## src/rtl/alu_seq_pkg.sv

```systemverilog
// Shared op codes and FSM state encoding for the registered ALU (alu_seq).
package alu_pkg;
  localparam logic [3:0] OP_ADD = 4'h0;
  localparam logic [3:0] OP_SUB = 4'h1;
  localparam logic [3:0] OP_AND = 4'h2;
  localparam logic [3:0] OP_OR  = 4'h3;
  localparam logic [3:0] OP_XOR = 4'h4;
  localparam logic [3:0] OP_SHL = 4'h5;
  localparam logic [3:0] OP_SHR = 4'h6;
  localparam logic [3:0] OP_MUL = 4'h7;
  localparam logic [3:0] OP_DIV = 4'h8;
  localparam logic [3:0] OP_REM = 4'h9;

  typedef enum logic [1:0] {IDLE, ITER, DONE} state_t;
endpackage

```

## src/rtl/alu_seq_iter.sv

```systemverilog
// Shared iterative datapath: shift-add multiply or restoring divide, WIDTH steps.
// The first step is taken on the start edge, so done is raised WIDTH cycles after start.
module alu_seq_iter #(
  parameter int WIDTH = 8
) (
  input  logic             clk,
  input  logic             rst,
  input  logic             start,
  input  logic             is_div,
  input  logic [WIDTH-1:0] a,
  input  logic [WIDTH-1:0] b,
  output logic             done,
  output logic [WIDTH-1:0] quot,
  output logic [WIDTH-1:0] rem,
  output logic [WIDTH-1:0] prod_lo,
  output logic [WIDTH-1:0] prod_hi
);
  localparam int CW = $clog2(WIDTH + 1);

  logic [WIDTH-1:0] hi_q, hi_d, lo_q, lo_d, b_q, b_d;
  logic [CW-1:0]    cnt_q, cnt_d;
  logic             run_q, run_d, div_q, div_d;

  logic [WIDTH-1:0] src_hi, src_lo, src_b;
  logic             src_div, step, ge;
  logic [WIDTH:0]   sum, shifted;
  logic [WIDTH-1:0] diff, nxt_hi, nxt_lo;

  always_comb begin
    src_hi  = start ? '0 : hi_q;
    src_lo  = start ? a : lo_q;
    src_b   = start ? b : b_q;
    src_div = start ? is_div : div_q;
    // hi holds the running partial product / partial remainder, lo the multiplier / quotient
    sum     = {1'b0, src_hi} + (src_lo[0] ? {1'b0, src_b} : '0);
    shifted = {src_hi, src_lo[WIDTH-1]};
    ge      = shifted >= {1'b0, src_b};
    diff    = shifted[WIDTH-1:0] - src_b;
    if (src_div) begin
      nxt_hi = ge ? diff : shifted[WIDTH-1:0];
      nxt_lo = {src_lo[WIDTH-2:0], ge};
    end else begin
      nxt_hi = sum[WIDTH:1];
      nxt_lo = {sum[0], src_lo[WIDTH-1:1]};
    end
  end

  always_comb begin
    step  = start || (run_q && cnt_q != '0);
    done  = run_q && cnt_q == '0;
    hi_d  = hi_q;
    lo_d  = lo_q;
    b_d   = b_q;
    div_d = div_q;
    cnt_d = cnt_q;
    run_d = run_q;
    if (start) begin
      hi_d  = nxt_hi;
      lo_d  = nxt_lo;
      b_d   = b;
      div_d = is_div;
      cnt_d = CW'(WIDTH - 1);
      run_d = 1'b1;
    end else if (step) begin
      hi_d  = nxt_hi;
      lo_d  = nxt_lo;
      cnt_d = cnt_q - CW'(1);
    end else if (done) begin
      run_d = 1'b0;
    end
  end

  always_ff @(posedge clk or posedge rst) begin
    if (rst) begin
      hi_q  <= '0;
      lo_q  <= '0;
      b_q   <= '0;
      div_q <= 1'b0;
      cnt_q <= '0;
      run_q <= 1'b0;
    end else begin
      hi_q  <= hi_d;
      lo_q  <= lo_d;
      b_q   <= b_d;
      div_q <= div_d;
      cnt_q <= cnt_d;
      run_q <= run_d;
    end
  end

  assign quot    = lo_q;
  assign prod_lo = lo_q;
  assign rem     = hi_q;
  assign prod_hi = hi_q;
endmodule

```

## src/rtl/alu_seq.sv

```systemverilog
// Registered ALU with valid/ready handshake and multi-cycle MUL/DIV.
// Define ALU_SEQ_REM_EN to enable op 1001 (REM) from the shared divider.
module alu_seq
  import alu_pkg::*;
#(
  parameter int WIDTH = 8
) (
  input  logic             clk,
  input  logic             rst,
  input  logic             in_valid,
  output logic             in_ready,
  input  logic [WIDTH-1:0] a,
  input  logic [WIDTH-1:0] b,
  input  logic [3:0]       op,
  output logic             out_valid,
  input  logic             out_ready,
  output logic [WIDTH-1:0] out,
  output logic             of,
  output logic             un,
  output logic             err,
  output logic             zero,
  output logic             busy
);
  localparam int SHW = $clog2(WIDTH);
  localparam logic [WIDTH:0] W_VAL = (WIDTH + 1)'(WIDTH);

  state_t           state_q, state_d;
  logic [3:0]       op_q, op_d;
  logic [WIDTH-1:0] out_q, out_d;
  logic             of_q, of_d, un_q, un_d, err_q, err_d, zero_q, zero_d;

  logic             accept, is_multi, b_big, iter_done;
  logic [WIDTH:0]   add_full;
  logic [2*WIDTH-1:0] shl_full;
  logic [WIDTH-1:0] sc_out;
  logic             sc_of, sc_un, sc_err;
  logic [WIDTH-1:0] quot, rem, prod_lo, prod_hi;

  assign accept = in_valid && in_ready;

  always_comb begin
    is_multi = (op == OP_MUL) || (op == OP_DIV && b != '0);
`ifdef ALU_SEQ_REM_EN
    is_multi = is_multi || (op == OP_REM && b != '0);
`endif
  end

  // Single-cycle results, computed straight from the inputs and registered on acceptance
  always_comb begin
    add_full = {1'b0, a} + {1'b0, b};
    shl_full = {{WIDTH{1'b0}}, a} << b[SHW-1:0];
    b_big    = {1'b0, b} >= W_VAL;
    sc_out   = '0;
    sc_of    = 1'b0;
    sc_un    = 1'b0;
    sc_err   = 1'b0;
    case (op)
      OP_ADD: begin
        sc_out = add_full[WIDTH-1:0];
        sc_of  = add_full[WIDTH];
      end
      OP_SUB: begin
        sc_out = a - b;
        sc_un  = a < b;
      end
      OP_AND: sc_out = a & b;
      OP_OR:  sc_out = a | b;
      OP_XOR: sc_out = a ^ b;
      OP_SHL: begin
        sc_out = b_big ? '0 : shl_full[WIDTH-1:0];
        sc_of  = b_big ? (a != '0) : (shl_full[2*WIDTH-1:WIDTH] != '0);
      end
      OP_SHR: sc_out = b_big ? '0 : (a >> b[SHW-1:0]);
      OP_DIV: begin
        sc_out = '1;
        sc_err = 1'b1;
      end
`ifdef ALU_SEQ_REM_EN
      OP_REM: begin
        sc_out = a;
        sc_err = 1'b1;
      end
`endif
      default: sc_err = 1'b1;
    endcase
  end

  alu_seq_iter #(.WIDTH(WIDTH)) u_iter (
    .clk     (clk),
    .rst     (rst),
    .start   (accept && is_multi),
    .is_div  (op != OP_MUL),
    .a       (a),
    .b       (b),
    .done    (iter_done),
    .quot    (quot),
    .rem     (rem),
    .prod_lo (prod_lo),
    .prod_hi (prod_hi)
  );

  always_ff @(posedge clk or posedge rst) begin
    if (rst) begin
      state_q <= IDLE;
      op_q    <= '0;
      out_q   <= '0;
      of_q    <= 1'b0;
      un_q    <= 1'b0;
      err_q   <= 1'b0;
      zero_q  <= 1'b0;
    end else begin
      state_q <= state_d;
      op_q    <= op_d;
      out_q   <= out_d;
      of_q    <= of_d;
      un_q    <= un_d;
      err_q   <= err_d;
      zero_q  <= zero_d;
    end
  end

  always_comb begin
    state_d = state_q;
    op_d    = op_q;
    out_d   = out_q;
    of_d    = of_q;
    un_d    = un_q;
    err_d   = err_q;
    case (state_q)
      IDLE: if (accept) begin
        op_d = op;
        if (is_multi) begin
          state_d = ITER;
        end else begin
          state_d = DONE;
          out_d   = sc_out;
          of_d    = sc_of;
          un_d    = sc_un;
          err_d   = sc_err;
        end
      end
      ITER: if (iter_done) begin
        state_d = DONE;
        // Only MUL, DIV and (when enabled) REM ever reach ITER
        out_d   = (op_q == OP_MUL) ? prod_lo : ((op_q == OP_DIV) ? quot : rem);
        of_d    = (op_q == OP_MUL) && (prod_hi != '0);
        un_d    = 1'b0;
        err_d   = 1'b0;
      end
      DONE: if (out_ready) state_d = IDLE;
      default: state_d = IDLE;
    endcase
    zero_d = (out_d == '0) && !err_d;
  end

  always_comb begin
    in_ready  = (state_q == IDLE);
    busy      = (state_q == ITER);
    out_valid = (state_q == DONE);
    zero      = zero_q && out_valid;
  end

  assign out = out_q;
  assign of  = of_q;
  assign un  = un_q;
  assign err = err_q;
endmodule

```

## config.mk

```make
export PLATFORM = sky130hd
export DESIGN_NAME = alu_seq
export DESIGN_NICKNAME = d
export VERILOG_FILES = /design/src/rtl/alu_seq_pkg.sv /design/src/rtl/alu_seq_iter.sv /design/src/rtl/alu_seq.sv
export SDC_FILE = /design/constraint.sdc
export NUM_CORES = 1
export LEC_CHECK = 0
export ABC_AREA = 1
export BUFFER_PORTS_ARGS = -buffer_cell sky130_fd_sc_hd__buf_2
export CAP_MARGIN = 20
export CORE_ASPECT_RATIO = 2
export CORE_MARGIN = 1
export CORE_UTILIZATION = 56
export CTS_BUF_LIST = sky130_fd_sc_hd__clkbuf_8 sky130_fd_sc_hd__clkbuf_16
export CTS_CLUSTER_SIZE = 40
export DETAILED_ROUTE_END_ITERATION = 10
export GPL_TIMING_DRIVEN = 0
export HOLD_SLACK_MARGIN = 0.08
export PLACE_DENSITY = 0.9
export SYNTH_ARGS = -nofsm -noshare
export SYNTH_HDL_FRONTEND = slang
export SYNTH_SLANG_ARGS = --single-unit
```

## constraint.sdc

```tcl
create_clock -name clk -period 2.9 [get_ports clk]
set_input_delay 0.58 -clock clk [delete_from_list [all_inputs] [get_ports clk]]
set_output_delay 0.58 -clock clk [all_outputs]
set_load 0.005 [all_outputs]
```

# Yosys cells after proc, flatten, opt, wreduce, memory -nomap -nowiden

Cells that the tools add are included.

Flip-flop bits (word level): 48
Logic and storage cells: 118
Bits of input ports: 24
Output and inout port bits: 15

Bitwise gates (word level): 3
Equal/unequal tests: 18
Order comparisons: 3
Shift-type cells: 2
$add $sub $neg: 5
Reduce and logical (&&, ||, !) cells: 28
Multiplexer cells: 46

Operator list:

| kind                 | number |
|---|---|
| $mux W8              | 18 |
| $pmux W8 S8          | 1 |
| $reduce_bool A8 Y1   | 4 |
| $eq A4 B3 Y1 const B | 5 |
| $pmux W8 S2          | 1 |
| $shl A8 B3 Y16       | 1 |
| $sub A8 B8 Y8        | 2 |
| $mux W1              | 15 |
| $add A8 B8 Y9        | 1 |
| $add A8 B9 Y9        | 1 |
| $ge A9 B8 Y1         | 1 |
| $and A8 B8 Y8        | 1 |
| $eq A4 B2 Y1 const B | 2 |
| $eq A4 B4 Y1 const B | 2 |
| $ge A8 B4 Y1 const B | 1 |
| $logic_and A1 B1 Y1  | 8 |
| $logic_not A4 Y1     | 2 |
| $logic_not A8 Y1     | 1 |
| $lt A8 B8 Y1         | 1 |
| $mux W2              | 4 |
| $mux W4              | 2 |
| $ne A2 B1 Y1 const B | 4 |
| $or A8 B8 Y8         | 1 |
| $pmux W1 S2          | 4 |
| other kinds (18)     | 22 |

# Logic depth before layout (Yosys ltp)

Gate-level depths: netlist of the first run.

Word-level depth: 10
Depth in mapped cells: 25
Mapped depth without buffers: 23

# Cells and area by module

From an unflattened synthesis of the first run, not the netlist that was laid out.

Cells, all modules: 894
Area total of the unflattened synthesis: 5516.5 um^2

By module, submodules not included:

| module       | seq. area each (um^2) | times used | cells each | area each (um^2) |
|---|---|---|---|---|
| alu_seq      | 450.4                 | 1          | 534        | 3044.2 |
| alu_seq_iter | 750.7                 | 1          | 360        | 2472.4 |

# Least setup slack after synthesis of the first run

No wires, ideal clock.

Path kind: input to register
Start point: input port b[1]
End point: register u_iter.hi_q[7], in the netlist u_iter.prod_hi[7]
Cell stages on the path: 23
Buffers on the path: 1
Arrival: 3.102 ns
Path slack: -0.267 ns
Data required time: 2.835 ns
Library setup time: 0.065 ns
Path through: nor2_1 -> inv_2 -> nor3_4 -> o21ai_2 -> nand2_4 -> inv_2 -> buf_6 -> nand2_1 -> o21ai_4 -> nor2_1 -> ha_1 -> inv_1 -> fa_1 -> inv_1 -> nand3_1 -> nand2_1 -> a21oi_1 -> o21bai_1 -> a21o_1 -> a21oi_1 -> a21oi_1 -> nand2_1 -> nand2_1

Word-level cells in the longest chain between the ends: 10
Elaborated cells between the ends (all ways): 18
Classes of those cells: add/sub: 2; order compare: 1; mux: 9; reduce/logical: 6

RTL lines:

| item                                            | line                                                       | RTL |
|---|---|---|
| start: declaration                              | alu_seq.sv:13                                              | `input logic [WIDTH-1:0] b,` |
| $reduce_bool A8 Y1                              | alu_seq.sv:42                                              | `is_multi = (op == OP_MUL) \|\| (op == OP_DIV && b != '0);` |
| $logic_and A1 B1 Y1                             | alu_seq.sv:42                                              |  |
| $logic_or A1 B1 Y1                              | alu_seq.sv:42                                              |  |
| $logic_and A1 B1 Y1                             | alu_seq.sv:91                                              | `.start (accept && is_multi),` |
| $mux W8 (on tied branches)                      | alu_seq_iter.sv:32, alu_seq_iter.sv:30, alu_seq_iter.sv:31 |  |
| $mux W8 (tied with other cells)                 | alu_seq_iter.sv:35                                         | `sum = {1'b0, src_hi} + (src_lo[0] ? {1'b0, src_b} : '0);` |
| $add A8 B9 Y9 / $mux W8 (equally long branches) | alu_seq_iter.sv:35, alu_seq_iter.sv:40                     |  |
| $mux W8                                         | alu_seq_iter.sv:39                                         | `if (src_div) begin` |
| $mux W8                                         | alu_seq_iter.sv:64                                         | `end else if (step) begin` |
| $mux W8                                         | alu_seq_iter.sv:57                                         | `if (start) begin` |
| end signal: assignment                          | alu_seq_iter.sv:82                                         | `hi_q <= hi_d;` |
| end: declaration                                | alu_seq_iter.sv:20                                         | `logic [WIDTH-1:0] hi_q, hi_d, lo_q, lo_d, b_q, b_d;` |

Several ways; a longest one is shown, not always the timed one. The select of a mux whose other input is x is not followed.
A chain may end at the register's enable or synchronous reset.

# Final worst setup path of the first run

Start point: input port b[6]
End point: register u_iter.hi_q[1], in the netlist u_iter.prod_hi[1]

The elaborated chain is that of the path after synthesis.

==> results of run 1 <==
-- report_power, final --
| part | switching (uW) | internal [uW] |
|---|---|---|
| sequential | 267 | 1000 |
| combinational | 2910 | 1960 |
| clock | 272 | 318 |
| total | 3450 | 3280 |
-- worst paths after layout --
kind / start / endpoint / slack (ns) / cells past startpoint
max: b[6] / u_iter.prod_hi[1] / -0.40 / 25
min: rst / u_iter.cnt_q[2] / 0.18 / 2
max reg2reg: state_q[0] / u_iter.prod_hi[6] / -0.31 / 20
min reg2reg: op_q[3] / op_q[3] / 0.51 / 2
max in group asynchronous: rst / u_iter.b_q[0] / 2.23 / 3
min in group clk: out_ready / state_q[1] / 0.45 / 2
-- critical path: stages --
cell and delay, ns:
buf_8 0.10, nor2_4 0.13, nand3_4 0.12, nor3_4 0.20, o21ai_2 0.12, nand2_4 0.12, inv_6 0.06, buf_8 0.13
or2_0 0.22, o21ai_2 0.09, inv_2 0.10, ha_4 0.19, inv_4 0.07, nand3_2 0.06, nand2_2 0.09, nand2_1 0.06
o211ai_1 0.15, nand2_1 0.15, inv_2 0.09, nor2_4 0.05, buf_6 0.13, buf_4 0.15, a21oi_4 0.15, o21ai_2 0.08
a21oi_1 0.12
-- cell type report --
cell class / count / area (um^2) / share of cell area
Multi-Input combinational cell: 647 / 3812 / 0.5878
Sequential cell: 48 / 1202 / 0.1854
Timing Repair Buffer: 79 / 594.3 / 0.09163
Inverter: 112 / 432.9 / 0.06674
Buffer: 21 / 170.2 / 0.02623
Tap cell: 102 / 127.6 / 0.01968
Clock buffer: 5 / 125.1 / 0.01929
Clock inverter: 3 / 18.77 / 0.002894
Antenna cell: 1 / 2.502 / 0.0003858
-- routing by layer --
metal | wire, um | track usage
met1 | 6240 | 0.3660
met5 | 0 | 0
met4 | 2281 | 0.3884
met2 | 10540 | 0.7098
met3 | 1256 | 0.07049
-- per-stage QoR --
stage	TNS [ns]	hold slack (ns)
3_5_place_dp	-7.023	0.4929
5_1_grt	-3.697	0.1998
4_1_cts	-1.440	0.1924
3_3_place_gp	-6.717	0.4787
2_1_floorplan	-0.5353	0.4530
6_report	-2.752	0.1794
-- flip-flops by register name, indices dropped and copies added, names as in the netlist --
signal          cells
err                 1
of                  1
op_q                4
out                 8
state_q             2
u_iter.b_q          8
u_iter.cnt_q        4
u_iter.div_q        1
u_iter.prod_hi      8
u_iter.prod_lo      8
u_iter.run_q        1
un                  1
zero_q              1
-- layout by cell type (no fill, tap or decap), types with 11 or more instances in the layout --
cell / n
nand2_1: 251
inv_1: 89
nand3_1: 69
nor2_1: 59
dfrtp_1: 47
buf_4: 45
a21oi_1: 35
o21ai_0: 35
buf_2: 34
ha_1: 32
o21ai_1: 21
nand4_1: 18
inv_2: 18
nor2_2: 12
buf_6: 11
-- logic make-up (layout without fill, tap and decap cells) --
family	Yosys count	in the layout	synth area share
fa+ha+maj	46	46	0.1158
compound gates	136	136	0.1527
simple gates	455	455	0.3765
flops	48	48	0.2298
xor+xnor	10	10	0.01676
other cells	0	1	0
buf+inv	133	220	0.1084
-- what timing repair did --
action | CTS | global route
hold buffers | 0 | 0
setup endpoints to repair | 10 | 10
cloned | 2 | 0
pin swaps | 30 | 25
gates resized for setup | 54 | 46
buffers inserted | 20 | 18
==> results.cfg, run 1 <==
[synthesis]
yosysSeqAreaShare = 0.2298
synth_warnings = 0
ys_ff_latch = 48
synth_edf_count = 0
async_flop_share = 1.000
netlist_top_cells_area = dfrtp_1 23%, nand2_1 19%, ha_1 10%
postSynthCellCount = 828
synth_cell_types = 51
yosysMostFrequentCell = nand2_1
yosys-top-cells-count = 258 x nand2_1, 102 x inv_1, 73 x nand3_1
syn_area_per_cell_um2 = 6.313
synth_nets = 898
yosys.area.top_type = dfrtp_1
synth_area_um2 = 5228
synth_top_cell_area_share = 0.2298
yosys_most_used_dff = dfrtp_1

[sta]
slew_viol_final = 0
finalSetupViolations = 9
grt_setup_unrepaired = yes
setup_ws_ns = -0.3972
slew_headroom = 0.3588
worst_slew_pin_slew_ns = 0.9530
clock.fmax_mhz = 303.3
fin_crit_ns = 3.297
hold_viol = 0
fin_crit_sh = 1.137
clock_skew_ns = 0.005360

[run]
drv_cap = 0

[placed_design]
placed_area_um2 = 5635
dpl_worst_slack_ns = -0.8529
portBuffers = 38
hpwl_um = 14030
dp.cells = 969
gp_congestion = 0.9888

[clock_tree]
cts_root_buffer = clkbuf_16
clock_latency_ns = 0.31
cts.htree.levels = 2
clk_pin_slew_ns = 0.07
cts_buffers = 5
cts_tree = done
cts.sinks = 48
max-clock-path-buffers = 2

[routing]
avgViaCountPerCell = 6.240
drc = 0
num_vias = 6352
drt-initial-drc-count = 629
wl_per_cell_um = 19.96
finalWirelength_um = 20320
ant_nets = 0
drt-pass1-iter-count = 8

[global_routing]
grt_first_pass_wirelength_um = 30040
first_global_vias = 6173
grt.overflow.total = 0
grt_use_total = 0.4007
grt_max_degree = 41
antenna_found_initial = 0

[floorplanning]
coreArea_um2 = 9012
die_y_um = 138.6
initial_utilization = 0.5800
fp.dieW_um = 70.32
rows = 49
num_io_pins = 39
dieArea_um2 = 9749

[hold_path]
hp-class = input pin to asynchronous set/reset pin

[layout]
drive_gt1_frac = 0.2317
fin_nets = 984
stdcell_count = 1018
fillerInstances = 698
area_growth_syn_to_layout_pct = 24.08
final_area_um2 = 6486
utilization = 0.7197

[power_and_ir_drop]
power.density_nw_per_um2 = 1037
fin_total_pwr_uw = 6724
power.leakage_uw = 0.003409
ir_drop_mv = 0.9407

[outcome]
violations = negative setup slack
status = finished with violations

[worst_setup_path]
worst-endpoint-required_ns = 3.14
worstSetupStartpointType = input pin
path_class = input pin to flop
worstSetupEndpointType = flop
crit_arrival_ns = 3.53
critical_path_peak_fanout = 5
Power figures use the tool's default switching activity.
==> inputs of run 2 (changes only) <==
Settings changed: ABC_AREA 1 to default, SKIP_CTS_REPAIR_TIMING from default to 1.
==> run 2 against run 1 <==
The run still ends with negative setup slack left. Non-clock buffer count increased by 8. Critical path depth fell by 8. First-iteration DRC count up 4.6%. Sequential power shrank 5%. Critical endpoint is now u_iter.prod_hi[6]. Highest routed layer unchanged. Clock-buffer cell count up 1. Combinational power shrank 29%. Clock skew increased by 0.0046 ns. Largest cell class unchanged. Global-route usage down 1.6 points. Wire length barely moved. Maximum frequency shrank 19%. Synthesized area is 3.2% lower.
==> results.cfg, run 2 <==
[outcome]
status = finished with violations
violations = negative setup slack

[worst_setup_path]
crit_family = compound AO/OA/AOI/OAI gates
r2r-end = u_iter.prod_hi[6]
critPathBufInv = 5
slowest_delay_ns = 0.56
path_class = input pin to flop
critPathSlowestCell = or4b_4
crit_arrival_ns = 4.24
worstSetupEndpointType = flop
rrSetupSlack_ns = -0.83
rr_worst_depth = 16
critical_path_peak_fanout = 9
worstSetupStartpointType = input pin
crit_cells = 17
reg2reg_from = state_q[1]
worst-endpoint-required_ns = 3.08
crit_chain = buf_12, or4b_4, a21o_1, a21o_4, buf_8, buf_12, buf_12, a21oi_4, ha_4, o21a_1, o31a_1, o31a_1, o31a_1, and2b_1, buf_6, mux2_4, o221a_1

[synthesis]
ys_ff_latch = 48
synth_top_cell_area_share = 0.2374
yosysMostFrequentCell = nand2_1
synth_area_um2 = 5060
synth_cell_types = 79
async_flop_share = 1.000
yosys_most_used_dff = dfrtp_1
synth_warnings = 0
syn_area_per_cell_um2 = 8.032
yosys.area.top_type = dfrtp_1
yosys-top-cells-count = 65 x nand2_1, 53 x nor2_1, 50 x a21oi_1
yosysSeqAreaShare = 0.2374
netlist_top_cells_area = dfrtp_1 24%, ha_1 10%, mux2i_1 5.9%
postSynthCellCount = 630
synth_edf_count = 0
synth_nets = 700

[global_routing]
antenna_found_initial = 0
grt_first_pass_wirelength_um = 27910
grt.overflow.total = 0
grt_use_total = 0.3844
top_usage_layer = met2
grt_util_met2 = 0.7044
met3_usage = 0.06227
grt_util_met1 = 0.3635
grt_max_degree = 46
first_global_vias = 5441

[sta]
finalSetupViolations = 10
slew_viol_final = 0
fin_crit_sh = 1.401
clock_skew_ns = 0.009943
worst_slew_pin_slew_ns = 0.7277
finalSetupTns_ns = -9.499
fin_crit_ns = 4.063
clock.fmax_mhz = 246.1
setup_ws_ns = -1.163
grt_setup_unrepaired = yes
slew_headroom = 0.5108
hold_viol = 0

[clock_tree]
cts.sinks = 48
cts_buffers = 5
cts.htree.levels = 2
cts_root_buffer = clkbuf_16
clock_latency_ns = 0.30
clk_pin_slew_ns = 0.07
cts_tree = done
max-clock-path-buffers = 2

[power_and_ir_drop]
p_switching_uw = 2441
p_seq_frac = 0.229
pwr-share-clk = 0.115
internal-power_uw = 2828
power.density_nw_per_um2 = 825.3
power.leakage_uw = 0.002906
swShare = 0.4633
p_comb_frac = 0.656
fin_total_pwr_uw = 5269
ir_drop_mv = 0.8348

[placed_design]
hpwl_um = 13580
portBuffers = 37
gp_congestion = 1.032

[routing]
drc = 0
ant_nets = 0
num_vias = 5785
finalWirelength_um = 20340
drt-initial-drc-count = 658
wl_per_cell_um = 25.14
avgViaCountPerCell = 7.151
drt-pass1-iter-count = 6

[hold_path]
hp-class = input pin to asynchronous set/reset pin

[layout]
drive_gt1_frac = 0.2468
diodes = 0
area_growth_syn_to_layout_pct = 26.19
final_common_cell = nand2_1
fin_nets = 778
final_cell_mix = 63 x nand2_1, 51 x nor2_1, 48 x dfrtp_1

[run]
drv_cap = 0

[floorplanning]
dieArea_um2 = 9443
die_y_um = 136.4
rows = 48
num_io_pins = 39
fp.dieW_um = 69.22
initial_utilization = 0.5810
coreArea_um2 = 8708
run 2: cells by family after synthesis:
logic type,share of synthesized area
AOI/OAI and AO/OA,0.2485
DFF,0.2374
adders and majority gates,0.1197
xor gates and xnor gates,0.01904
and+or+nand+nor,0.2179
buffers and inverters,0.06429
muxes,0.09322
run 2: cell type report:
type	instances	area (um^2)
multi-input combinational	502	3926
fill	596	2323
sequential	48	1201
timing repair buffer	74	541.8
buffer	34	267.8
inverter	43	172.7
clock buffer	6	138.9
tap	100	125.1
clock inverter	2	11.26
run 2: per-layer routing:
metal / vias to the layer above / share of wire
met1: 2709 / 0.31
met2: 440 / 0.50
met4: 0 / 0.11
li1: 2457 / -
met3: 179 / 0.080
met5: - / 0
run 2: through the flow:
stage / setup slack (ns) / instances / util / hold WS [ns] / area [um^2]
after floorplan: -1.256 / 630 / - / 0.4529 / 5170
after global placement: -1.706 / 767 / 0.6293 / 0.4652 / 5480
after detailed placement: -1.749 / 769 / 0.6322 / 0.4598 / 5505
after CTS: -1.447 / 777 / 0.6494 / 0.1486 / 5655
after global routing: -1.235 / 809 / 0.7332 / 0.1444 / 6385
final: -1.163 / 809 / 0.7332 / 0.1409 / 6385
run 2: how the worst max path moves through the flow:
stage / slack, ns / start / to
global placement: -1.71 / op[2] / u_iter.prod_hi[6]
CTS: -1.45 / op[2] / u_iter.prod_hi[6]
floorplan: -1.26 / op[1] / u_iter.prod_hi[6]
detailed placement: -1.75 / op[2] / u_iter.prod_hi[6]
finish: -1.16 / op[1] / u_iter.prod_hi[6]
global route: -1.24 / op[0] / u_iter.prod_hi[6]
run 2: power by group through the flow:
stage	combinational, uW	clock, uW	sequential, uW
4_1_cts	2860	593	1160
3_3_place_gp	2680	0	1140
3_5_place_dp	2820	0	1160
5_1_grt	3690	620	1220
2_1_floorplan	2140	0	1100
6_report	3460	607	1210
